$ cat src/rtl/sram_ctrl_pkg.sv
// -----------------------------------------------------------------------------
// sram_ctrl_pkg
// Shared types and constants for the SRAM controller slice.
//   sram_state_t : controller FSM state encoding (also exported on the debug port)
//   reg_bus_t    : 32-bit CPU data / instruction bus word
//   CNT_W        : width of the wait-cycle counter (WAIT_CYCLES up to 15)
//   sel_to_be_n  : converts active-high byte selects to active-low SRAM enables
// -----------------------------------------------------------------------------
package sram_ctrl_pkg;

   typedef enum logic [1:0] {
      SramIdle = 2'd0,
      SramDAcc = 2'd1,
      SramIAcc = 2'd2,
      SramResp = 2'd3
   } sram_state_t;

   localparam int REG_BUS_W     = 32;
   localparam int SRAM_ADDR_DEF = 20;
   localparam int CNT_W         = 4;

   typedef logic [REG_BUS_W-1:0] reg_bus_t;

   function automatic logic [3:0] sel_to_be_n(input logic [3:0] sel);
      return ~sel;
   endfunction

endpackage

$ cat src/rtl/sram_ifetch_buf.sv
// -----------------------------------------------------------------------------
// sram_ifetch_buf
// One-entry instruction-fetch buffer {valid, word address, instruction}.
// Only instantiated when SRAM_CTRL_IFETCH_BUF_EN is defined.
// Ports:
//   clk, rst        : clock, asynchronous active-low reset (clears valid)
//   fill_en         : load the entry (completed SRAM fetch)
//   fill_addr/data  : word address and instruction to store
//   inv_en/inv_addr : data write entering the SRAM; clears valid on a match
//   lookup_addr     : current fetch word address
//   hit, hit_data   : valid entry matches lookup_addr, and its instruction
// -----------------------------------------------------------------------------
module sram_ifetch_buf
   import sram_ctrl_pkg::*;
#(
   parameter int ADDR_W = SRAM_ADDR_DEF
) (
   input  logic              clk,
   input  logic              rst,
   input  logic              fill_en,
   input  logic [ADDR_W-1:0] fill_addr,
   input  reg_bus_t          fill_data,
   input  logic              inv_en,
   input  logic [ADDR_W-1:0] inv_addr,
   input  logic [ADDR_W-1:0] lookup_addr,
   output logic              hit,
   output reg_bus_t          hit_data
);

   logic              valid_q;
   logic [ADDR_W-1:0] addr_q;
   reg_bus_t          data_q;

   // Fill and invalidate never coincide: fill happens at the end of a fetch,
   // invalidate when a data write leaves IDLE.
   always_ff @(posedge clk or negedge rst) begin
      if (!rst) begin
         valid_q <= 1'b0;
         addr_q  <= '0;
         data_q  <= '0;
      end else if (fill_en) begin
         valid_q <= 1'b1;
         addr_q  <= fill_addr;
         data_q  <= fill_data;
      end else if (inv_en && (inv_addr == addr_q)) begin
         valid_q <= 1'b0;
      end
   end

   assign hit      = valid_q && (lookup_addr == addr_q);
   assign hit_data = data_q;

endmodule

$ cat src/rtl/sram_ctrl.sv
// -----------------------------------------------------------------------------
// sram_ctrl
// Single-ported SRAM responder for the CPU data port (priority, with fairness)
// and the continuous instruction-fetch port. Each accepted access runs
// WAIT_CYCLES SRAM cycles and then pulses the issuing port's ready for one cycle.
// Optional feature: define SRAM_CTRL_IFETCH_BUF_EN to add a one-entry fetch
// buffer (sram_ifetch_buf) that answers repeated fetches without SRAM activity.
//
// Handshake: a port's request (ram_ce_i, or the implicit fetch) is sampled only
// in IDLE; once latched, the access always completes and its ready pulses once,
// even if the request drops. Initiators hold request inputs stable until ready.
//
// Ports:
//   clk, rst                 : clock, asynchronous active-low reset
//   ram_ce_i/we_i/sel_i      : data request valid, write, byte enables
//   ram_addr_i, ram_data_i   : data byte address, write data
//   ram_data_o, ram_ready_o  : data read word, data completion pulse
//   pc_ram_i                 : fetch byte address
//   pc_ram_data_o/ready_o    : instruction word, fetch completion pulse
//   sram_addr_o, sram_data_o : SRAM word address, write data
//   sram_data_oe_o           : write-data pad driver enable
//   sram_data_i              : SRAM read data
//   sram_ce/oe/we_n_o        : active-low SRAM strobes
//   sram_be_n_o              : active-low SRAM byte enables
//   dbg_state_o              : current FSM state
// ADDR_W must be at most 29 (byte address bits [ADDR_W+1:2] are used).
// -----------------------------------------------------------------------------
module sram_ctrl
   import sram_ctrl_pkg::*;
#(
   parameter int ADDR_W      = SRAM_ADDR_DEF,
   parameter int WAIT_CYCLES = 2
) (
   input  logic              clk,
   input  logic              rst,
   input  logic              ram_ce_i,
   input  logic              ram_we_i,
   input  logic [3:0]        ram_sel_i,
   input  logic [31:0]       ram_addr_i,
   input  logic [31:0]       ram_data_i,
   output logic [31:0]       ram_data_o,
   output logic              ram_ready_o,
   input  logic [31:0]       pc_ram_i,
   output logic [31:0]       pc_ram_data_o,
   output logic              pc_ram_ready_o,
   output logic [ADDR_W-1:0] sram_addr_o,
   output logic [31:0]       sram_data_o,
   output logic              sram_data_oe_o,
   input  logic [31:0]       sram_data_i,
   output logic              sram_ce_n_o,
   output logic              sram_oe_n_o,
   output logic              sram_we_n_o,
   output logic [3:0]        sram_be_n_o,
   output sram_state_t       dbg_state_o
);

   localparam logic [CNT_W-1:0] CNT_LAST = CNT_W'(WAIT_CYCLES - 1);

   sram_state_t       state_q, state_d;
   logic [CNT_W-1:0]  cnt_q;
   logic              last_cnt;
   logic              data_go;
   logic              buf_hit;

   logic              lat_we_q;
   logic [3:0]        lat_sel_q;
   logic [ADDR_W-1:0] lat_addr_q;
   reg_bus_t          lat_data_q;
   // Set when the access in flight (or just finished) belongs to the data port.
   // It steers ready in RESP and gives the fetch port the next IDLE slot.
   logic              last_data_q;
   reg_bus_t          ram_data_q;
   reg_bus_t          pc_data_q;

   logic [ADDR_W-1:0] data_word;
   logic [ADDR_W-1:0] pc_word;
   logic              unused_addr_bits;

   assign data_word = ram_addr_i[ADDR_W+1:2];
   assign pc_word   = pc_ram_i[ADDR_W+1:2];
   assign unused_addr_bits = ^{ram_addr_i[31:ADDR_W+2], ram_addr_i[1:0],
                               pc_ram_i[31:ADDR_W+2], pc_ram_i[1:0]};

   assign last_cnt = (cnt_q == CNT_LAST);
   // Fairness: a data request is only taken if the previous access was a fetch.
   assign data_go  = ram_ce_i && !last_data_q;

`ifdef SRAM_CTRL_IFETCH_BUF_EN
   reg_bus_t buf_data;

   sram_ifetch_buf #(
      .ADDR_W (ADDR_W)
   ) u_ifetch_buf (
      .clk         (clk),
      .rst         (rst),
      .fill_en     ((state_q == SramIAcc) && last_cnt),
      .fill_addr   (lat_addr_q),
      .fill_data   (sram_data_i),
      .inv_en      ((state_q == SramIdle) && data_go && ram_we_i),
      .inv_addr    (data_word),
      .lookup_addr (pc_word),
      .hit         (buf_hit),
      .hit_data    (buf_data)
   );
`else
   assign buf_hit = 1'b0;
`endif

   // ---------------------------------------------------------------- state reg
   always_ff @(posedge clk or negedge rst) begin
      if (!rst) begin
         state_q <= SramIdle;
      end else begin
         state_q <= state_d;
      end
   end

   // --------------------------------------------------------------- next state
   always_comb begin
      state_d = state_q;
      unique case (state_q)
         SramIdle: begin
            if (data_go) begin
               state_d = SramDAcc;
            end else if (buf_hit) begin
               state_d = SramResp;
            end else begin
               state_d = SramIAcc;
            end
         end
         SramDAcc, SramIAcc: begin
            if (last_cnt) begin
               state_d = SramResp;
            end
         end
         SramResp: state_d = SramIdle;
         default:  state_d = SramIdle;
      endcase
   end

   // ------------------------------------------------------ datapath registers
   always_ff @(posedge clk or negedge rst) begin
      if (!rst) begin
         cnt_q       <= '0;
         lat_we_q    <= 1'b0;
         lat_sel_q   <= 4'h0;
         lat_addr_q  <= '0;
         lat_data_q  <= '0;
         last_data_q <= 1'b0;
         ram_data_q  <= '0;
         pc_data_q   <= '0;
      end else begin
         case (state_q)
            SramIdle: begin
               cnt_q <= '0;
               if (data_go) begin
                  lat_we_q    <= ram_we_i;
                  lat_sel_q   <= ram_sel_i;
                  lat_addr_q  <= data_word;
                  lat_data_q  <= ram_data_i;
                  last_data_q <= 1'b1;
               end else begin
                  // Fetches are always full-word reads; write data is left as is.
                  lat_we_q    <= 1'b0;
                  lat_addr_q  <= pc_word;
                  last_data_q <= 1'b0;
`ifdef SRAM_CTRL_IFETCH_BUF_EN
                  if (buf_hit) begin
                     pc_data_q <= buf_data;
                  end
`endif
               end
            end
            SramDAcc, SramIAcc: begin
               cnt_q <= cnt_q + 1'b1;
               if (last_cnt && !lat_we_q) begin
                  if (state_q == SramDAcc) begin
                     ram_data_q <= sram_data_i;
                  end else begin
                     pc_data_q <= sram_data_i;
                  end
               end
            end
            default: begin
            end
         endcase
      end
   end

   // ------------------------------------------------------------------ outputs
   // Strobes are decoded from state so that reset releases them immediately.
   always_comb begin
      sram_ce_n_o    = 1'b1;
      sram_oe_n_o    = 1'b1;
      sram_we_n_o    = 1'b1;
      sram_be_n_o    = 4'hF;
      sram_data_oe_o = 1'b0;
      ram_ready_o    = 1'b0;
      pc_ram_ready_o = 1'b0;
      unique case (state_q)
         SramDAcc: begin
            sram_ce_n_o = 1'b0;
            sram_be_n_o = sel_to_be_n(lat_sel_q);
            if (lat_we_q) begin
               sram_data_oe_o = 1'b1;
               // Released on the last count to give address/data hold time.
               sram_we_n_o    = last_cnt;
            end else begin
               sram_oe_n_o = 1'b0;
            end
         end
         SramIAcc: begin
            sram_ce_n_o = 1'b0;
            sram_oe_n_o = 1'b0;
            sram_be_n_o = 4'h0;
         end
         SramResp: begin
            ram_ready_o    = last_data_q;
            pc_ram_ready_o = !last_data_q;
         end
         default: begin
         end
      endcase
   end

   assign sram_addr_o   = lat_addr_q;
   assign sram_data_o   = lat_data_q;
   assign ram_data_o    = ram_data_q;
   assign pc_ram_data_o = pc_data_q;
   assign dbg_state_o   = state_q;

endmodule

$ cat config.mk
export PLATFORM = sky130hd
export DESIGN_NAME = sram_ctrl
export DESIGN_NICKNAME = d
export VERILOG_FILES = /design/src/rtl/sram_ctrl_pkg.sv /design/src/rtl/sram_ifetch_buf.sv /design/src/rtl/sram_ctrl.sv
export SDC_FILE = /design/constraint.sdc
export NUM_CORES = 1
export LEC_CHECK = 0
export CORE_MARGIN = 2
export CORE_UTILIZATION = 40
export CTS_CLUSTER_SIZE = 30
export DETAILED_ROUTE_END_ITERATION = 8
export PLACE_DENSITY = 0.91
export SLEW_MARGIN = 40
export SYNTH_ARGS = -nofsm -noshare
export SYNTH_HDL_FRONTEND = slang
export SYNTH_HIERARCHICAL = 1
export SYNTH_SLANG_ARGS = --single-unit
$ cat constraint.sdc
create_clock -name clk -period 2.1 [get_ports clk]
set_input_delay 0.315 -clock clk [delete_from_list [all_inputs] [get_ports clk]]
set_output_delay 0.315 -clock clk [all_outputs]
set_load 0.1 [all_outputs]
==> results by group, run 1 <==
Yosys
  • Xor-xnor portion of the synthesized cell area: 0%
  • Area contributors post-synth: dfrtp_1, mux2_2, mux2i_1
  • Multiplexer area fraction after synthesis: 26.09%
  • Fraction of post-synthesis cell area in the top cell type by area: 62.08%
  • Post-Synthesis Net Count: 502
  • List of most frequent post-synthesis cells: dfrtp_1, mux2_2, a21oi_1
  • Synthesized-area fraction occupied by adder cells: 1.697%
  • Area leader, netlist: dfrtp_1
  • Fraction of the yosys area taken by sequential cells: 62.08%
  • Cells after Synth: 359
  • Post-synthesis async set-or-reset flop share: 100.0%
  • Post-synth EDFFs: 0
  • Most common flop cell mapped by yosys: dfrtp_1
  • Compound-cell area share of the yosys netlist: 3.637%
  • Number of synthesized register bits: 128
  • Netlist Area Pre-Place: 5160 um^2
  • Dominant combinational cell family by area after synthesis: multiplexers
  • Distinct cell type count after synthesis: 25
  • Most common cell in the netlist: dfrtp_1
  • Fraction of the mapped netlist area in simple logic gates: 4.001%
  • Mean instance size in the synthesized netlist: 14.37 um^2
  • Count of yosys warnings during synthesis: 6

STA
  • F_max: 0.4923 GHz
  • Post-route clock period utilization: 96.73%
  • Setup violators final: 0
  • Maximum clock skew at final layout: 7.895 ps
  • Unrepaired setup endpoints after global routing: false
  • Least setup slack across all paths after layout: 68.59 ps
  • Slew Limit Headroom: 65.40%
  • Fin Setup TNS: 0 ps
  • Slew at the pin closest to its max-slew limit: 518.9 ps
  • Crit path time final: 2031 ps
  • Number of pins exceeding their max-slew limit in the final report: 0
  • Final count of hold timing violations: 0

Routing
  • Antenna Nets Post-Route: 0
  • Number of remaining DRC errors: 0
  • DRT Pass-1 Iters: 4
  • Post-detailed-route via-to-cell ratio: 4.784
  • Overall routed net length: 13.31 mm
  • Average wire per cell in the routed design: 16.67 um
  • Vias post-DR: 3818
  • Initial DRC Count: 173

Hold path
  • Path type of the worst min-delay path: in2async

Worst setup path
  • Longest individual stage delay on the worst path: 520 ps
  • Endpoint of the worst-slack reg-to-reg timing path: pc_ram_data_o[1]
  • Critical Path Start Type: register
  • Cell count of the worst reg-to-reg path: 6
  • Endpoint required time on the critical path: 1780 ps
  • Kind of cell adding the most delay to the critical path: buffers and inverters
  • Slowest CP cell: dfrtp_4
  • Worst-case register-to-register setup slack: 240 ps
  • Type of destination of the critical path: primary output
  • Startpoint of the worst-slack reg-to-reg timing path: cnt_q[0]
  • Maximum fanout encountered on the critical timing path: 5
  • Setup Crit Path Kind: reg2out
  • Endpoint arrival time on the critical path: 1720 ps
  • Launch point of the critical path: dbg_state_o[1]
  • Crit path cell chain: inv_2, ha_1, buf_4, clkinvlp_4, buf_12
  • Buffers plus inverters on the worst setup path: 4

Layout
  • Final instance area: 8324 um^2
  • Layout cells sized above 1: 46.49%
  • Number of antenna repair diodes: 0
  • Footprint of the flip-flops and latches: 3211 um^2
  • Filler Cell Count: 921
  • Area growth from synthesis to final layout: 61.32%
  • Final nets: 758
  • Area occupied by multi-input gates: 1943 um^2

Clock tree
  • Skew-Pair Late Insertion Delay: 410 ps
  • Total CTS buffers: 17
  • Number of levels the H-tree was split into: 4
  • Clock root buffer master: clkbuf_16
  • Post-CTS clock slew at the launch and capture registers of the worst setup and hold paths: 50 ps
  • TritonCTS clock tree: yes
  • Clk sink count: 128
  • Maximum buffer depth of the clock tree: 2

Placed design
  • Placer congestion estimate: 0.7589
  • Standard cell area after detailed placement: 7715 um^2
  • Post-detail-place hpwl: 10.13 mm
  • Setup slack at placement: 198.7 ps
  • Port Buffers: 239

Floorplanning
  • Chip Height: 117.6 um
  • Die Footprint: 13820 um^2
  • Placeable Area: 12620 um^2
  • Chip Width: 117.6 um
  • Starting density of the core: 40.89%
  • Boundary Pins: 264
  • Count of standard-cell rows: 41

Global route
  • Initial antenna violation count: 0
  • Largest net degree at the start of global routing: 75
  • All-Layer GR Usage: 19.70%
  • Total congestion overflow: 0
  • Via count of the first global-routing pass: 4129
  • Wire length of the first global-routing pass: 21.32 mm

Outcome
  • Result of the run: completed

Job
  • MaxCap Viol Count: 0
state kept, by name (all words and copies together) (netlist names):
name / count
dbg_state_o: 2
last_data_q: 1
cnt_q: 4
lat_we_q: 1
sram_addr_o: 20
pc_ram_data_o: 32
sram_data_o: 32
lat_sel_q: 4
ram_data_o: 32
logic make-up (layout without fill, tap and decap cells):
logic type / Yosys count / count (layout)
DFF: 128 / 128
adders and majority gates: 7 / 7
and+or+nand+nor: 42 / 42
muxes: 122 / 122
AOI/OAI and AO/OA: 35 / 35
buffers and inverters: 25 / 292
worst register-to-register path: cells and delay by family (launching register included):
family                   cells  cell delay, ps
adder cells (fa/ha/maj)      1             220
multiplexers                 1             400
AND/OR/NAND/NOR              2             230
flip-flops                   1             430
buffers and inverters        2             460
cell usage in the layout, fill, tap and decap left out, drive strengths merged:
| cell | count |
|---|---|
| clkbuf | 24 |
| nor2b | 3 |
| dfrtp | 128 |
| bufinv | 2 |
| o21ai | 5 |
| dlygate4sd3 | 1 |
| and4 | 1 |
| mux2 | 100 |
| nand2 | 5 |
| nand3 | 3 |
| a21oi | 26 |
| nor2 | 22 |
| nand2b | 3 |
| clkinv | 3 |
| o21bai | 1 |
| buf | 145 |
| nor3 | 2 |
| inv | 5 |
| o31ai | 1 |
| ha | 7 |
| clkdlybuf4s50 | 110 |
| a311oi | 2 |
| mux2i | 22 |
| clkinvlp | 2 |
| nor3b | 1 |
| and2 | 2 |
metal layers:
layer | vias up | track usage (%) | wire length (um)
met5 | - | 0 | 0
met4 | 0 | 7.003 | 225
met3 | 20 | 7.558 | 1012
met2 | 175 | 34.98 | 7010
met1 | 1855 | 21.44 | 5057
li1 | 1768 | - | -
through the flow:
step / hold WS [ps] / std cells / utilization, %
CTS: 321.5 / 796 / 65.82
finish: 330.9 / 798 / 65.96
detailed placement: 194.8 / 765 / 61.13
global placement: 184.8 / 765 / 61.13
global route: 342.8 / 798 / 65.96
floorplan: 19.41 / 359 / -
cell type report:
cell class | instances | area share, %
multi-input cells | 206 | 23.34
clock buffers | 24 | 5.787
inverters | 6 | 0.3457
well taps | 172 | 2.585
repair buffers | 256 | 28.38
flip-flops and latches | 128 | 38.57
clock inverters | 6 | 0.9920
worst max path at each step:
| stage | end | slack, ps | cells past startpoint |
|---|---|---|---|
| floorplan | dbg_state_o[0] | -30 | 5 |
| global placement | sram_be_n_o[0] | 220 | 5 |
| detailed placement | sram_be_n_o[1] | 200 | 5 |
| CTS | sram_ce_n_o | 20 | 5 |
| global route | sram_ce_n_o | 10 | 5 |
| finish | sram_ce_n_o | 70 | 5 |
what timing repair did:
action                     CTS  global route
hold endpoints to repair    14             0
hold buffers                 1             0
buffers inserted             0             2
gates resized for setup      5             1
setup endpoints to repair    5             5
Power of run 1 is not shown: default switching activity piles up to over one toggle a cycle in this logic, so the estimate is an artifact.
==> run 2: changes to the inputs <==
CORE_ASPECT_RATIO = 1.1   (was default)
GPL_TIMING_DRIVEN = 0   (was default)
==> results by group, run 2 (synthesis gave the netlist of run 1 again) <==
Global route
  • Total congestion overflow: 0
  • Largest net degree at the start of global routing: 68
  • Initial antenna violation count: 0
  • Via count of the first global-routing pass: 4019
  • Wire length of the first global-routing pass: 20.07 mm
  • All-Layer GR Usage: 18.83%

Clock tree
  • TritonCTS clock tree: yes
  • Total CTS buffers: 17
  • Skew-Pair Late Insertion Delay: 410 ps
  • Number of levels the H-tree was split into: 4
  • Clock root buffer master: clkbuf_16
  • Clk sink count: 128
  • Maximum buffer depth of the clock tree: 2
  • Post-CTS clock slew at the launch and capture registers of the worst setup and hold paths: 60 ps

Worst setup path
  • Setup Crit Path Kind: reg2out
  • Endpoint required time on the critical path: 1780 ps
  • Maximum fanout encountered on the critical timing path: 5
  • Endpoint arrival time on the critical path: 1730 ps
  • Type of destination of the critical path: primary output
  • Critical Path Start Type: register
  • Slowest CP cell: dfrtp_4
  • Crit path cell chain: ha_4, nor2b_4, buf_4, a21oi_4, buf_6
  • Cell count of the worst reg-to-reg path: 6
  • Endpoint of the worst-slack reg-to-reg timing path: ram_data_o[6]
  • Worst-case register-to-register setup slack: 140 ps
  • Longest individual stage delay on the worst path: 520 ps
  • Startpoint of the worst-slack reg-to-reg timing path: dbg_state_o[1]

Placed design
  • Port Buffers: 239
  • Placer congestion estimate: 0.7769
  • Post-detail-place hpwl: 9.768 mm
  • Setup slack at placement: -35.53 ps

Routing
  • Initial DRC Count: 142
  • Post-detailed-route via-to-cell ratio: 4.879
  • Vias post-DR: 3879
  • Overall routed net length: 12.96 mm
  • Average wire per cell in the routed design: 16.31 um
  • Number of remaining DRC errors: 0
  • DRT Pass-1 Iters: 4
  • Antenna Nets Post-Route: 0

STA
  • Maximum clock skew at final layout: 6.997 ps
  • Slew at the pin closest to its max-slew limit: 507.5 ps
  • Unrepaired setup endpoints after global routing: false
  • Crit path time final: 2044 ps
  • Final count of hold timing violations: 0
  • Post-route clock period utilization: 97.35%
  • Number of pins exceeding their max-slew limit in the final report: 0
  • Slew Limit Headroom: 66.40%
  • F_max: 0.4892 GHz
  • Setup violators final: 0
  • Least setup slack across all paths after layout: 55.72 ps

Floorplanning
  • Starting density of the core: 40.99%
  • Chip Height: 123.1 um
  • Chip Width: 112.3 um
  • Boundary Pins: 264
  • Placeable Area: 12590 um^2
  • Count of standard-cell rows: 43
  • Die Footprint: 13830 um^2

Layout
  • Number of antenna repair diodes: 0
  • Leading cell types in the layout, fill and taps excluded: buf_2, dfrtp_1, clkdlybuf4s50_1
  • Area occupied by multi-input gates: 1941 um^2
  • Footprint of the flip-flops and latches: 3211 um^2
  • Area growth from synthesis to final layout: 55.89%
  • Filler Cell Count: 969
  • Layout cells sized above 1: 47.49%
  • Final nets: 768
  • Most common library cell in the layout ignoring fill and taps: buf_2

Hold path
  • Path type of the worst min-delay path: in2async

Outcome
  • Result of the run: completed

Job
  • MaxCap Viol Count: 0
## run 2: per-layer routing
metal	vias up	GRT usage (%)	routed length [um]
met5	-	0	0
met4	0	8.155	243
met3	19	6.078	1009
met2	169	32.38	6514
met1	1891	21.77	5194
li1	1800	-	-
## run 2: worst max path at each step
stage | startpoint | to | slack [ps] | depth (start not counted)
global route | dbg_state_o[1] | sram_be_n_o[2] | 5 | 5
finish | dbg_state_o[1] | sram_be_n_o[2] | 60 | 5
floorplan | dbg_state_o[1] | dbg_state_o[0] | -30 | 5
CTS | dbg_state_o[1] | sram_be_n_o[1] | 9 | 6
global placement | rst | dbg_state_o[0] | -4760 | 1
detailed placement | ram_ce_i | sram_data_o[1] | -40 | 6
## run 2: area by class of cell
| type | instances | share of cell area [%] |
|---|---|---|
| Clock inverter | 14 | 2.333 |
| Buffer | 17 | 1.229 |
| Clock buffer | 18 | 5.460 |
| Timing Repair Buffer | 249 | 24.11 |
| Inverter | 6 | 0.3889 |
| Multi-Input combinational cell | 206 | 24.13 |
| Sequential cell | 128 | 39.91 |
| Tap cell | 157 | 2.442 |
## run 2: worst max-delay path: cells and delay by family, from the launching register on
family | cells | cell delay (ps)
adders and majority gates | 1 | 190
buffers and inverters | 2 | 360
DFF | 1 | 520
and+or+nand+nor | 1 | 130
AOI/OAI and AO/OA | 1 | 110
## run 2: timing repair
| item | in CTS | in global routing |
|---|---|---|
| endpoints found under the setup margin | 25 | 63 |
| hold buffers | 1 | 0 |
| setup buffers | 5 | 3 |
| pin swaps | 1 | 0 |
| resized for setup | 26 | 8 |
| hold endpoints to repair | 61 | 0 |
## run 2: per-stage QoR
stage	utilization, %	area, um^2	instances	hold slack, ps	TNS (ps)
floorplan	-	5261	359	19.41	-243.5
global placement	62.35	7850	755	468.8	-510020
detailed placement	57.52	7242	756	285.9	-426.1
CTS	63.53	7998	793	435.8	0
global route	63.89	8044	795	452.1	0
finish	63.89	8044	795	418.1	0
Power of run 2 is left out for the same reason.
